==> config.mk <==
export PLATFORM = sky130hd
export DESIGN_NAME = sro_run_ctrl
export DESIGN_NICKNAME = d
export VERILOG_FILES = /design/src/rtl/sro_run_pkg.sv /design/src/rtl/sro_dump_reader.sv /design/src/rtl/sro_run_ctrl.sv
export SDC_FILE = /design/constraint.sdc
export NUM_CORES = 1
export LEC_CHECK = 0
export BUFFER_PORTS_ARGS = -buffer_cell sky130_fd_sc_hd__buf_4
export CORE_MARGIN = 1
export CORE_UTILIZATION = 35
export CTS_BUF_LIST = sky130_fd_sc_hd__clkbuf_8
export CTS_CLUSTER_SIZE = 40
export DETAILED_ROUTE_END_ITERATION = 8
export PLACE_DENSITY = 0.54
export SETUP_SLACK_MARGIN = 0.05
export SLEW_MARGIN = 15
export SYNTH_ARGS = -nofsm -noshare
export SYNTH_HDL_FRONTEND = slang
export SYNTH_SLANG_ARGS = --single-unit
==> constraint.sdc <==
create_clock -name clk -period 8.07 [get_ports clk]
set_clock_uncertainty 0.2 [all_clocks]
set_input_delay 0.807 -clock clk [delete_from_list [all_inputs] [get_ports clk]]
set_output_delay 0.807 -clock clk [all_outputs]
set_load 0.05 [all_outputs]
==> src/rtl/sro_run_pkg.sv <==
// Shared types and widths for the SRO host-side run controller.
package sro_run_pkg;

  localparam int IW      = 9;
  localparam int DW      = 8;
  localparam int IMEM_AW = 16;
  localparam int DMEM_AW = 8;

  typedef enum logic [2:0] {
    S_IDLE,
    S_LOAD,
    S_START,
    S_RUN,
    S_DUMP_RD,
    S_DUMP_HOLD,
    S_DONE
  } run_state_t;

  typedef enum logic [1:0] {
    R_IDLE,
    R_RD,
    R_HOLD
  } rd_phase_t;

endpackage

==> src/rtl/sro_dump_reader.sv <==
// Reads a window of data memory after halt and presents it as a byte stream.
module sro_dump_reader
  import sro_run_pkg::*;
(
  input  logic               clk,
  input  logic               reset,
  input  logic               go,
  input  logic [DMEM_AW-1:0] base,
  input  logic [7:0]         len,
  output logic               dmem_re,
  output logic [DMEM_AW-1:0] dmem_raddr,
  input  logic [DW-1:0]      dmem_rdata,
  output logic               dump_valid,
  output logic [DW-1:0]      dump_data,
  input  logic               dump_ready,
  output rd_phase_t          phase,
  output logic               finished
);

  rd_phase_t          phase_nxt;
  logic [DMEM_AW-1:0] base_q;
  logic [7:0]         len_q;
  logic [7:0]         off;
  logic               first_hold;
  logic [DW-1:0]      data_q;

  always_ff @(posedge clk) begin
    if (reset) phase <= R_IDLE;
    else       phase <= phase_nxt;
  end

  always_comb begin
    phase_nxt  = phase;
    dmem_re    = 1'b0;
    dmem_raddr = '0;
    dump_valid = 1'b0;
    finished   = 1'b0;
    case (phase)
      R_IDLE: if (go) phase_nxt = R_RD;
      R_RD: begin
        dmem_re    = 1'b1;
        dmem_raddr = base_q + off;
        phase_nxt  = R_HOLD;
      end
      R_HOLD: begin
        dump_valid = 1'b1;
        if (dump_ready) begin
          if (off + 8'd1 == len_q) begin
            finished  = 1'b1;
            phase_nxt = R_IDLE;
          end else begin
            phase_nxt = R_RD;
          end
        end
      end
      default: phase_nxt = R_IDLE;
    endcase
  end

  // Read data arrives in the first HOLD cycle; forward it then and replay the
  // captured copy while the consumer stalls, so the byte never changes.
  assign dump_data = first_hold ? dmem_rdata : data_q;

  always_ff @(posedge clk) begin
    if (reset) begin
      base_q     <= '0;
      len_q      <= '0;
      off        <= '0;
      first_hold <= 1'b0;
      data_q     <= '0;
    end else begin
      if (go && phase == R_IDLE) begin
        base_q <= base;
        len_q  <= len;
        off    <= '0;
      end
      first_hold <= (phase == R_RD);
      if (first_hold) data_q <= dmem_rdata;
      if (phase == R_HOLD && dump_ready) off <= off + 8'd1;
    end
  end

endmodule

==> src/rtl/sro_run_ctrl.sv <==
// Host run controller: loads the program image, starts the core, waits for
// halt or timeout, then streams a data-memory window back out.
module sro_run_ctrl
  import sro_run_pkg::*;
#(
  parameter int PROG_DEPTH = 1024,
  parameter int START_CYC  = 2,
  parameter int TIMEOUT    = 65535
) (
  input  logic               clk,
  input  logic               reset,
  input  logic               load_valid,
  input  logic [IW-1:0]      load_data,
  input  logic               load_last,
  output logic               load_ready,
  output logic               imem_we,
  output logic [IMEM_AW-1:0] imem_waddr,
  output logic [IW-1:0]      imem_wdata,
  output logic               cpu_start,
  input  logic               cpu_halt,
  input  logic [DMEM_AW-1:0] dump_base,
  input  logic [7:0]         dump_len,
  output logic               dmem_sel,
  output logic               dmem_re,
  output logic [DMEM_AW-1:0] dmem_raddr,
  input  logic [DW-1:0]      dmem_rdata,
  output logic               dump_valid,
  output logic [DW-1:0]      dump_data,
  input  logic               dump_ready,
  output logic               done,
  output logic               timeout,
  output logic [31:0]        cycle_count,
  output run_state_t         dbg_state
);

  localparam int IDXW = (PROG_DEPTH > 1) ? $clog2(PROG_DEPTH) : 1;
  localparam int SCW  = (START_CYC > 1) ? $clog2(START_CYC) : 1;
  localparam logic [31:0] TIMEOUT_W = 32'(TIMEOUT);

  // Both streams transfer on a cycle where valid and ready are high together;
  // valid never waits on ready, and payload holds until that transfer cycle.

  run_state_t      state, state_nxt;
  rd_phase_t       rd_phase;
  logic [IDXW-1:0] idx, cur_idx;
  logic [SCW-1:0]  start_cnt;
  logic [31:0]     cycle_next;
  logic            load_fire, last_slot, run_timeout, dump_go, dump_finished;

  assign cur_idx     = (state == S_LOAD) ? idx : '0;
  assign last_slot   = (cur_idx == IDXW'(PROG_DEPTH - 1));
  assign load_fire   = load_valid && load_ready;
  assign cycle_next  = (cycle_count >= TIMEOUT_W) ? TIMEOUT_W : cycle_count + 32'd1;
  assign run_timeout = (cycle_next == TIMEOUT_W);

  always_ff @(posedge clk) begin
    if (reset) state <= S_IDLE;
    else       state <= state_nxt;
  end

  always_comb begin
    state_nxt  = state;
    load_ready = 1'b0;
    cpu_start  = 1'b0;
    dmem_sel   = 1'b0;
    dump_go    = 1'b0;
    case (state)
      S_IDLE, S_DONE, S_LOAD: begin
        load_ready = !reset;
        if (load_fire) state_nxt = (load_last || last_slot) ? S_START : S_LOAD;
      end
      S_START: begin
        cpu_start = 1'b1;
        if (start_cnt == SCW'(START_CYC - 1)) state_nxt = S_RUN;
      end
      S_RUN: begin
        if (cpu_halt) begin
          if (dump_len == 8'd0) begin
            state_nxt = S_DONE;
          end else begin
            dump_go   = 1'b1;
            state_nxt = S_DUMP_RD;
          end
        end else if (run_timeout) begin
          state_nxt = S_DONE;
        end
      end
      S_DUMP_RD, S_DUMP_HOLD: begin
        dmem_sel = 1'b1;
        if (dump_finished) state_nxt = S_DONE;
      end
      default: state_nxt = S_IDLE;
    endcase
  end

  always_ff @(posedge clk) begin
    if (reset) begin
      imem_we     <= 1'b0;
      imem_waddr  <= '0;
      imem_wdata  <= '0;
      idx         <= '0;
      start_cnt   <= '0;
      cycle_count <= '0;
      done        <= 1'b0;
      timeout     <= 1'b0;
    end else begin
      imem_we <= load_fire;
      if (load_fire) begin
        imem_waddr <= IMEM_AW'(cur_idx);
        imem_wdata <= load_data;
        idx        <= cur_idx + 1'b1;
      end
      if (load_fire && state != S_LOAD) begin
        done        <= 1'b0;
        timeout     <= 1'b0;
        cycle_count <= '0;
      end
      start_cnt <= (state == S_START) ? start_cnt + 1'b1 : '0;
      if (state == S_RUN) cycle_count <= cycle_next;
      // A halt in the final allowed cycle still counts as a clean finish.
      if (state == S_RUN && !cpu_halt && run_timeout) timeout <= 1'b1;
      if (state_nxt == S_DONE && state != S_DONE) done <= 1'b1;
    end
  end

  sro_dump_reader u_reader (
    .clk        (clk),
    .reset      (reset),
    .go         (dump_go),
    .base       (dump_base),
    .len        (dump_len),
    .dmem_re    (dmem_re),
    .dmem_raddr (dmem_raddr),
    .dmem_rdata (dmem_rdata),
    .dump_valid (dump_valid),
    .dump_data  (dump_data),
    .dump_ready (dump_ready),
    .phase      (rd_phase),
    .finished   (dump_finished)
  );

  assign dbg_state = (state == S_DUMP_RD && rd_phase == R_HOLD) ? S_DUMP_HOLD : state;

endmodule

==> results.toml <==
[cells_and_area]
seq_area_sq_mm = 0.00206
fillers = 1423
multi_input_area_sq_mm = 0.00282
area_growth_pct = 22.4
fin_nets = 758
final_core_util_pct = 44.4
drive_gt1_share_pct = 22.2
diodes = 0

[place]
dp_hpwl_um = 9580
gp_congestion = 0.844
io_buffers = 116

[yosys]
synth-main-ff-cell = "dfxtp_1"
synth.avg_cell_area_sq_um = 8.30
synthCells = 617
synth_area_sq_mm = 0.00512
yosys_warnings = 0
ys_ff_latch = 103
ys_seq_area_share_pct = 40.3
synthDistinctLibCells = 64
synth-edff-count = 0
synthArstFlopShare_pct = 0

[critical_path]
crit_chain = "ha_1, fa_1, a21o_1, a21o_1, a21o_1, a21oi_1, xor2_1, nor2_1, buf_4"
start_kind = "flip-flop"
cp_max_fo = 8
reg2reg_depth = 6
critPathRequiredTime_ps = 7060
end_kind = "output port"
path_buf_inv = 1
cpMaxStageDelayCell = "dfxtp_1"
cp.arrival_ps = 2590
crit_top_cell = "a21o_1"
path_delay_family = "compound AO/OA/AOI/OAI gates"
cpPeakStageDelay_ps = 420
crit_cells = 9
criticalPathCategory = "flip-flop to output port"

[floorplanning]
fp-row-count = 43
core_sq_mm = 0.0141
start_util_pct = 36.3
die-area_sq_mm = 0.0151
fp.dieW_um = 123
io_pins = 123
die_h_um = 123

[clock_tree]
postCtsSetupRepairBufs = 0
cts_tree = "yes"
cts.sinks = 103
cts_buffer_depth = 2
htree_levels = 3
cts_root_buffer = "clkbuf_8"
clkTransAtPathRegs_ps = 100
worst_skew_pair.late_latency_ps = 370
postCtsResizedCells = 0
cts.hold.buffers_added = 0
cts_buffers = 9

[sta]
fin_crit_sh_pct = 44.6
rsz0062_at_grt = "no"
slew_headroom_pct = 26.3
fmax_mhz = 278
worstMarginPinSlew_ps = 1110
fin_crit_ps = 3600
tns_ps = 0
finalSetupViolations = 0
finalHoldViolations = 0
maxSlewViolCount = 0

[global_route]
grt.overflow.total = 0
grt.total_usage_pct = 18.1
antenna_found_initial = 0
grt_pass1_vias = 4285
grt_max_degree = 89
grt_first_pass_wirelength_um = 21700

[job]
cap_viol_max_count = 0

[drt]
vias_per_cell = 5.22
vias = 4660
drc = 0
wirelength_um = 13500
final_antenna_net_count = 0
drt_iter0_drc = 295
wl_per_cell_um = 15.1
firstDrtPassIters = 5

[pwr]
irDropWorstVdd_v = 0.0000903
total_power_uw = 980
p_clk_share_pct = 37.7
power_frac_comb_pct = 9.3
p_int_uw = 736
leakage_uw = 0.00274
p_seq_share_pct = 53.0
power_density_mw_per_mm2 = 156
p_sw_uw = 245
swShare_pct = 25.0

[hold_path]
hold_class = "flip-flop to flip-flop"
holdPathStages = 1

[status]
outcome = "finished clean"
cell usage after synthesis (9+ instances only):
library cell    n  area, sq um
dfxtp_1       103         2060
mux2i_1        17          170
o21ai_0        38          190
xnor2_1        10         87.6
nand2_1        61          229
nand4_1        10         62.6
mux2_2          9          101
and2_1         24          150
clkbuf_1       27          101
a21oi_1        51          255
nor2b_1        14         87.6
nor4_1          9         56.3
nor2_1         66          248
nand3b_1       14          105
ha_1           10          125
nand3_1        32          160
kinds of logic (layout without fill, tap and decap cells):
family | Yosys count | count (layout) | share of synthesized area, %
other cells | 1 | 6 | 0.0733
fa+ha+maj | 11 | 11 | 2.84
xor+xnor | 18 | 18 | 3.08
flops | 103 | 103 | 40.3
compound gates | 133 | 133 | 15.9
mux | 26 | 26 | 5.30
buf+inv | 51 | 142 | 4.91
simple gates | 274 | 274 | 27.6
stage by stage:
| step | hold WS (ps) | instances | area, sq um | worst slack (ps) |
|---|---|---|---|---|
| 5_1_grt | 265 | 893 | 6260 | 4290 |
| 3_5_place_dp | 230 | 877 | 6030 | 4190 |
| 2_1_floorplan | 198 | 622 | 5140 | 4680 |
| 6_report | 243 | 893 | 6260 | 4470 |
| 3_3_place_gp | 232 | 877 | 6030 | 4270 |
| 4_1_cts | 249 | 893 | 6260 | 4430 |
layer usage:
metal	global-route usage (%)	part of all wire [%]
met5	0	0
met4	4.50	1.2
met1	24.5	47
met2	29.4	47
met3	3.78	4.6
cell usage in the layout, fill, tap and decap left out, types with 11 or more instances in the layout:
master / Yosys / final
nand3_1: 32 / 32
nor2b_1: 14 / 14
clkbuf_8: 0 / 11
mux2i_1: 17 / 17
o21ai_0: 38 / 38
buf_4: 6 / 119
and2_1: 24 / 24
nand2_1: 61 / 61
nor2_1: 66 / 66
a21oi_1: 51 / 51
dfxtp_1: 103 / 103
nand3b_1: 14 / 14
power groups by stage:
stage | combinational, uW | sequential, uW | clock (uW)
after floorplan | 47.4 | 544 | 0
final | 91.4 | 519 | 369
after CTS | 92.4 | 519 | 386
after global placement | 91.1 | 531 | 0
after global routing | 98.7 | 521 | 404
after detailed placement | 92.2 | 531 | 0
sequential cells by signal, summed over array words and instances (netlist names):
signal	flops
cycle_count	32
done	1
idx	10
imem_waddr	10
imem_wdata	9
imem_we	1
start_cnt	1
state	3
timeout	1
u_reader.base_q	8
u_reader.data_q	8
u_reader.first_hold	1
u_reader.len_q	8
u_reader.off	8
u_reader.phase	2
final timing paths:
path / start / endpoint / slack, ps
worst min register to register: start_cnt / start_cnt / 240
worst max register to register: state[0] / u_reader.off[3] / 4920
worst max-delay path: u_reader.off[0] / dmem_raddr[6] / 4470
worst min-delay path: start_cnt / start_cnt / 240
cell type report:
type	count	share of cell area (%)
multi-input combinational	468	45.1
tap	180	3.60
sequential	103	32.9
clock buffer	11	2.42
inverter	7	0.419
clock inverter	5	1.30
timing repair buffer	119	14.3
Note: power is estimated with default switching activity, not from simulation.
